--- src/rtl/ram_access_ctrl.sv ---
// ram_access_ctrl: initiator-side controller for a single-port 512x32 RAM with
// synchronous write and registered synchronous read.
// Accepts one load/store at a time over valid/ready, drives registered RAM pins,
// and returns a uniform one-cycle response pulse two cycles after acceptance.
// Optional feature macro: MEM_ACC_RMW_EN -- partial-word stores via
// read-modify-write (req_be honoured, extra RMW_WR state, 3-cycle latency).
module ram_access_ctrl #(
  parameter int ADDR_W = 9,
  parameter int DATA_W = 32
) (
  input  logic                  clk,
  input  logic                  rst_n,
  input  logic                  req_valid,
  output logic                  req_ready,
  input  logic                  req_we,
  input  logic [ADDR_W-1:0]     req_addr,
  input  logic [DATA_W-1:0]     req_wdata,
  input  logic [DATA_W/8-1:0]   req_be,
  output logic                  rsp_valid,
  output logic [DATA_W-1:0]     rsp_rdata,
  output logic [ADDR_W-1:0]     ram_addr,
  output logic [DATA_W-1:0]     ram_data_in,
  output logic                  ram_we,
  input  logic [DATA_W-1:0]     ram_data_out
);

`ifdef MEM_ACC_RMW_EN
  localparam int BE_W = DATA_W / 8;

  typedef enum logic [1:0] {
    ST_IDLE    = 2'd0,
    ST_ISSUE   = 2'd1,
    ST_CAPTURE = 2'd2,
    ST_RMW_WR  = 2'd3
  } state_t;

  // Overlay the enabled bytes of the new word onto the word read from the RAM.
  function automatic logic [DATA_W-1:0] merge_bytes(
    input logic [DATA_W-1:0] old_w,
    input logic [DATA_W-1:0] new_w,
    input logic [BE_W-1:0]   be
  );
    logic [DATA_W-1:0] m;
    m = old_w;
    for (int i = 0; i < BE_W; i++) begin
      if (be[i]) m[8*i +: 8] = new_w[8*i +: 8];
    end
    return m;
  endfunction
`else
  typedef enum logic [1:0] {
    ST_IDLE    = 2'd0,
    ST_ISSUE   = 2'd1,
    ST_CAPTURE = 2'd2
  } state_t;

  // Byte enables have no effect when every store writes the full word.
  logic unused_be;
  assign unused_be = ^req_be;
`endif

  state_t            state_q,       state_d;
  logic              ram_we_q,      ram_we_d;
  logic [ADDR_W-1:0] ram_addr_q,    ram_addr_d;
  logic [DATA_W-1:0] ram_data_in_q, ram_data_in_d;
  logic              rsp_valid_q,   rsp_valid_d;
  logic [DATA_W-1:0] rsp_rdata_q,   rsp_rdata_d;
  logic              load_q,        load_d;
`ifdef MEM_ACC_RMW_EN
  logic [BE_W-1:0]   be_q,          be_d;
`endif

  assign req_ready   = (state_q == ST_IDLE);
  assign rsp_valid   = rsp_valid_q;
  assign rsp_rdata   = rsp_rdata_q;
  assign ram_addr    = ram_addr_q;
  assign ram_data_in = ram_data_in_q;
  assign ram_we      = ram_we_q;

  // Next-state and next-output logic for the request sequencer.
  always_comb begin
    state_d       = state_q;
    ram_we_d      = ram_we_q;
    ram_addr_d    = ram_addr_q;
    ram_data_in_d = ram_data_in_q;
    rsp_valid_d   = 1'b0;
    rsp_rdata_d   = rsp_rdata_q;
    load_d        = load_q;
`ifdef MEM_ACC_RMW_EN
    be_d          = be_q;
`endif
    case (state_q)
      ST_IDLE: begin
        ram_we_d = 1'b0;
        if (req_valid) begin
          state_d       = ST_ISSUE;
          ram_addr_d    = req_addr;
          ram_data_in_d = req_wdata;
          ram_we_d      = req_we;
          load_d        = ~req_we;
`ifdef MEM_ACC_RMW_EN
          be_d          = req_be;
          // Empty or partial byte masks never write during ISSUE: empty masks
          // skip the write entirely, partial masks read the old word first.
          if (req_we && (req_be != {BE_W{1'b1}})) ram_we_d = 1'b0;
`endif
        end
      end
      ST_ISSUE: begin
        state_d  = ST_CAPTURE;
        ram_we_d = 1'b0;
      end
      ST_CAPTURE: begin
`ifdef MEM_ACC_RMW_EN
        if (!load_q && (be_q != '0) && (be_q != {BE_W{1'b1}})) begin
          state_d       = ST_RMW_WR;
          ram_we_d      = 1'b1;
          ram_data_in_d = merge_bytes(ram_data_out, ram_data_in_q, be_q);
        end else
`endif
        begin
          state_d     = ST_IDLE;
          ram_we_d    = 1'b0;
          rsp_valid_d = 1'b1;
          if (load_q) rsp_rdata_d = ram_data_out;
        end
      end
`ifdef MEM_ACC_RMW_EN
      ST_RMW_WR: begin
        state_d     = ST_IDLE;
        ram_we_d    = 1'b0;
        rsp_valid_d = 1'b1;
      end
`endif
      default: begin
        state_d  = ST_IDLE;
        ram_we_d = 1'b0;
      end
    endcase
  end

  // State and registered outputs; async reset drops any pending transaction.
  always_ff @(posedge clk or negedge rst_n) begin
    if (!rst_n) begin
      state_q       <= ST_IDLE;
      ram_we_q      <= 1'b0;
      ram_addr_q    <= '0;
      ram_data_in_q <= '0;
      rsp_valid_q   <= 1'b0;
      rsp_rdata_q   <= '0;
      load_q        <= 1'b0;
`ifdef MEM_ACC_RMW_EN
      be_q          <= '0;
`endif
    end else begin
      state_q       <= state_d;
      ram_we_q      <= ram_we_d;
      ram_addr_q    <= ram_addr_d;
      ram_data_in_q <= ram_data_in_d;
      rsp_valid_q   <= rsp_valid_d;
      rsp_rdata_q   <= rsp_rdata_d;
      load_q        <= load_d;
`ifdef MEM_ACC_RMW_EN
      be_q          <= be_d;
`endif
    end
  end

endmodule

--- config.mk ---
export PLATFORM = sky130hd
export DESIGN_NAME = ram_access_ctrl
export DESIGN_NICKNAME = d
export VERILOG_FILES = /design/src/rtl/ram_access_ctrl.sv
export SDC_FILE = /design/constraint.sdc
export NUM_CORES = 1
export LEC_CHECK = 0
export ABC_AREA = 1
export CORE_ASPECT_RATIO = 1.75
export CORE_MARGIN = 2
export CORE_UTILIZATION = 43
export CTS_CLUSTER_SIZE = 24
export DETAILED_ROUTE_END_ITERATION = 6
export HOLD_SLACK_MARGIN = 0.15
export PLACE_DENSITY = 0.85
export SLEW_MARGIN = 10
export SYNTH_ARGS = -nofsm -noshare
export SYNTH_HDL_FRONTEND = slang
export SYNTH_SLANG_ARGS = --single-unit
--- constraint.sdc ---
create_clock -name clk -period 2.5 [get_ports clk]
set_clock_uncertainty 0.2 [all_clocks]
set_input_delay 0.25 -clock clk [delete_from_list [all_inputs] [get_ports clk]]
set_output_delay 0.25 -clock clk [all_outputs]
set_load 0.005 [all_outputs]
Yosys cells after proc, flatten, opt, wreduce, memory -nomap -nowiden:

Cells that the tools add are included.

* flip-flop bits (word level): 78
* latch bits: 0
* bits in writable memories: 0
* ROM bits: 0
* input port bits: 81
* output and inout port bits: 76
* word-level logic and storage cells: 19
* memories kept: 0

* add/subtract/negate cells: 0
* multiply operators: 0
* div/mod/pow operators: 0
* order comparisons: 0
* eq/ne operators: 3
* shift operators: 0
* multiplexer cells: 5
* bitwise operators: 1
* reductions and logical operators: 3

Operator list (count)
* case mux 2 bit (2 select lines): 1
* AND reduction 2 bit: 2
* two-way mux 1 bit: 3
* equality test 2 x 1 -> 1 bit, second input constant: 1
* equality test 2 bit, second input constant: 1
* zero test 2 bit: 1
* two-way mux 2 bit: 1
* inequality test 2 bit, second input constant: 1
* NOT 1 bit: 1

Logic depth before layout (Yosys ltp):

* depth after elaboration: 2
* gate-level depth with buffers: 6

Worst setup path before layout:

OpenSTA, ideal clock, no wires.

* kind: reg2reg
* start point: register state_q[1]
* end point: register load_q
* setup time: 0.117 ns
* arrival time: 0.955 ns
* slack: 1.228 ns
* stages on the path, launching flop included: 7
* buffers on the path: 2
* path through: dfrtp_1 -> buf_4 -> nor2_8 -> nand2_4 -> buf_6 -> nand2_1 -> nand2_1

* word-level cells in the longest chain between the ends: 2

RTL lines
* start: declaration: line 62 `state_t state_q, state_d;`
* start signal: assignment: line 156 `state_q <= state_d;`
* zero test 2 bit: line 92 `case (state_q)`
* AND reduction 2 bit (no source line)
* end signal: assignment: line 162 `load_q <= load_d;`
* end: declaration: line 68 `logic load_q, load_d;`

No other way between the ends.
A chain may end at the register's enable or synchronous reset.

Worst setup path in the final report:

* start point: register state_q[0]
* end point: output req_ready

* word-level cells in the longest chain between the ends: 1

RTL lines
* zero test 2 bit: line 73 `assign req_ready = (state_q == ST_IDLE);`
* end: declaration: line 14 `output logic req_ready,`

No other way between the ends.

==> metrics.txt <==
Pins Over Slew Limit=0; Total Wirelength=8440 um; status=completed; xor/xnor share of the synthesized area=0%; DP Cell Count=553; total track usage=21.7%; register area=1950 um^2; GRT overflow=0; Pwr Density=976 nW/um^2; number of fill cells in the layout=553; Critical Path RT=2.05 ns; Clk pwr share=26.2%; # setup viols final=0; Leak=2.38 nW; flops & latches, synth=78; Die X-Extent=69.0 um; R2R depth=4; Avg Inst Size Synth=9.42 um^2; Worst Max-Slew Pin Slew=0.974 ns; Post-Syn Instances=337; CTS tree=yes; Ports=157; mux cell area share after synthesis=0%; max-cap violations=0; full die area=8110 um^2; post-synth cell types=15; total number of vias=2910; HPWL Detailed=5700 um; cell area after synthesis=3170 um^2; CP startpoint kind=flip-flop; Final min period=1.99 ns; layout cells sized above 1=4.56%; net count after synthesis=418; Reg power frac=39.7%; Area growth, synth to finish=56.2%; switch share=27.8%; Rel. slew slack=35.1%; FMAX=502 MHz; Post-Layout Cell Count=568; dpl ws=0.557 ns; Final Hold Slack=0.267 ns; Multi-input gate area=1030 um^2; final setup TNS=0 ns; Buffers on Ports=152; final setup margin=0.508 ns; Core Region=7180 um^2; worst-skew pair later-pin latency=0.32 ns; CP arrival=1.54 ns; GP Congestion=0.797; period utilization=79.7%; DRT iter0 DRCs=188; hold crit path type=reg2reg; Wirelength per Cell=14.9 um; critical path's slowest cell=clkdlybuf4s50_1; hold path depth=2; peak ir drop on the vdd network=0.465 mV; Power Total=4.84 mW; Int Pwr=3.49 mW; clock buffer depth=2; residual DRC count=0; RSZ-0062 raised after global routing=no; main combinational cell family by area after synthesis=simple AND/OR/NAND/NOR gates; number of global-route vias before repair=2898; Comb pwr share=34.1%; post-synthesis adder-cell area fraction=0%; largest net degree at the start of global routing=79; Compound-Gate Fraction of Synth Area=0%; via/cell ratio=5.12; max incr delay on CP=0.53 ns; Sw Pwr=1.35 mW; CP Max Fanout=10; Final Hold Fails=0; ant diodes=0; nets=560; drt first pass iters=4; H-tree levels=3; Yosys warning total=0; Initial Utilization=44.2%; simple-gate share of the synthesized area=32.3%; CTS buffer count=9; initial antenna violation count=0; Routed Antenna Nets=0; Reg clk slew, reported paths=0.06 ns; crit path cell chain=nor2_8, clkdlybuf4s50_1; Root Buffer=clkbuf_16; Sink Count=78; Crit Path Category=reg2out; Die Ht=118 um; register area share after synthesis=61.5%; first-pass GRT wire length=13400 um; crit path capture type=output pin; row count=41
## routing by layer
layer / GRT usage, % / wire (um) / vias up
met4: 8.46 / 191 / 0
met2: 38.2 / 4480 / 118
li1: - / - / 1387
met3: 6.41 / 623 / 16
met1: 23.4 / 3150 / 1389
met5: 0 / 0 / -
## cells by family (layout without fill, tap and decap cells)
kind of cell | after synthesis | count (layout)
simple gates | 228 | 228
flops | 78 | 78
buf+inv | 31 | 176
## cells in the mapped netlist (all sizes together)
cell type | number | area (um^2)
clkbuf | 3 | 11.3
nand3 | 43 | 228
nor2 | 4 | 31.3
inv | 4 | 15.0
dfrtp | 78 | 1950
nand2 | 149 | 567
buf | 24 | 170
nand4 | 32 | 200
## worst max-delay path: cells and delay by family (launching register included)
kind	cells	cell delay [ns]
flip-flops	1	0.46
AND/OR/NAND/NOR	1	0.22
buffers and inverters	1	0.53
## layout make-up
type	instances	area share [%]
Sequential cell	78	39.4
Tap cell	86	2.17
Timing Repair Buffer	158	31.6
Multi-Input combinational cell	228	20.7
Clock inverter	1	0.606
Clock buffer	13	5.25
Inverter	4	0.303
## stage by stage
stage,instance area [um^2],util [%]
6_report,4960,69.0
3_3_place_gp,4660,64.8
4_1_cts,4960,69.0
3_5_place_dp,4660,64.8
2_1_floorplan,3170,-
5_1_grt,4960,69.0
## flip-flops by register name (all words and copies together) (netlist names)
register,count
state_q,2
rsp_valid,1
rsp_rdata,32
ram_data_in,32
ram_we,1
load_q,1
ram_addr,9
## layout by cell type, fill, tap and decap left out
cell and count:
dlygate4sd3_1 1, nand3_1 42, inv_1 3, nand3_4 1
nand4_1 32, clkbuf_16 9, nor2_8 1, nor2_1 3
inv_2 1, nand2_1 148, dfrtp_1 78, clkbuf_8 2
bufinv_16 1, clkdlybuf4s50_1 151, buf_4 6, nand2_4 1
clkbuf_1 2
## power by group through the flow
stage	combinational [mW]	clock, mW	sequential (mW)
6_report	1.65	1.27	1.92
5_1_grt	1.82	1.35	1.97
4_1_cts	1.68	1.29	1.93
3_5_place_dp	1.66	0	1.94
3_3_place_gp	1.62	0	1.91
2_1_floorplan	0.531	0	1.96
## path summary, 6_finish.rpt
path	end	start	slack, ns
setup / recovery	req_ready	state_q[0]$_DFFE_PN0P_	0.51
hold / removal	rsp_rdata[31]$_DFFE_PN0P_	rsp_rdata[31]$_DFFE_PN0P_	0.27
setup reg to reg	rsp_rdata[30]$_DFFE_PN0P_	state_q[0]$_DFFE_PN0P_	0.52
max in group asynchronous	ram_data_in[1]$_DFFE_PN0P_	rst_n	1.03
min in group asynchronous	rsp_rdata[7]$_DFFE_PN0P_	rst_n	0.41
hold reg to reg	rsp_rdata[31]$_DFFE_PN0P_	rsp_rdata[31]$_DFFE_PN0P_	0.27
## what timing repair did
action | 4_1_cts | 5_1_grt
gates resized for setup | 0 | 0
hold endpoints to repair | 78 | 0
hold buffers | 1 | 0
setup buffers | 0 | 0
No activity file was read; power rests on OpenSTA's default activity.
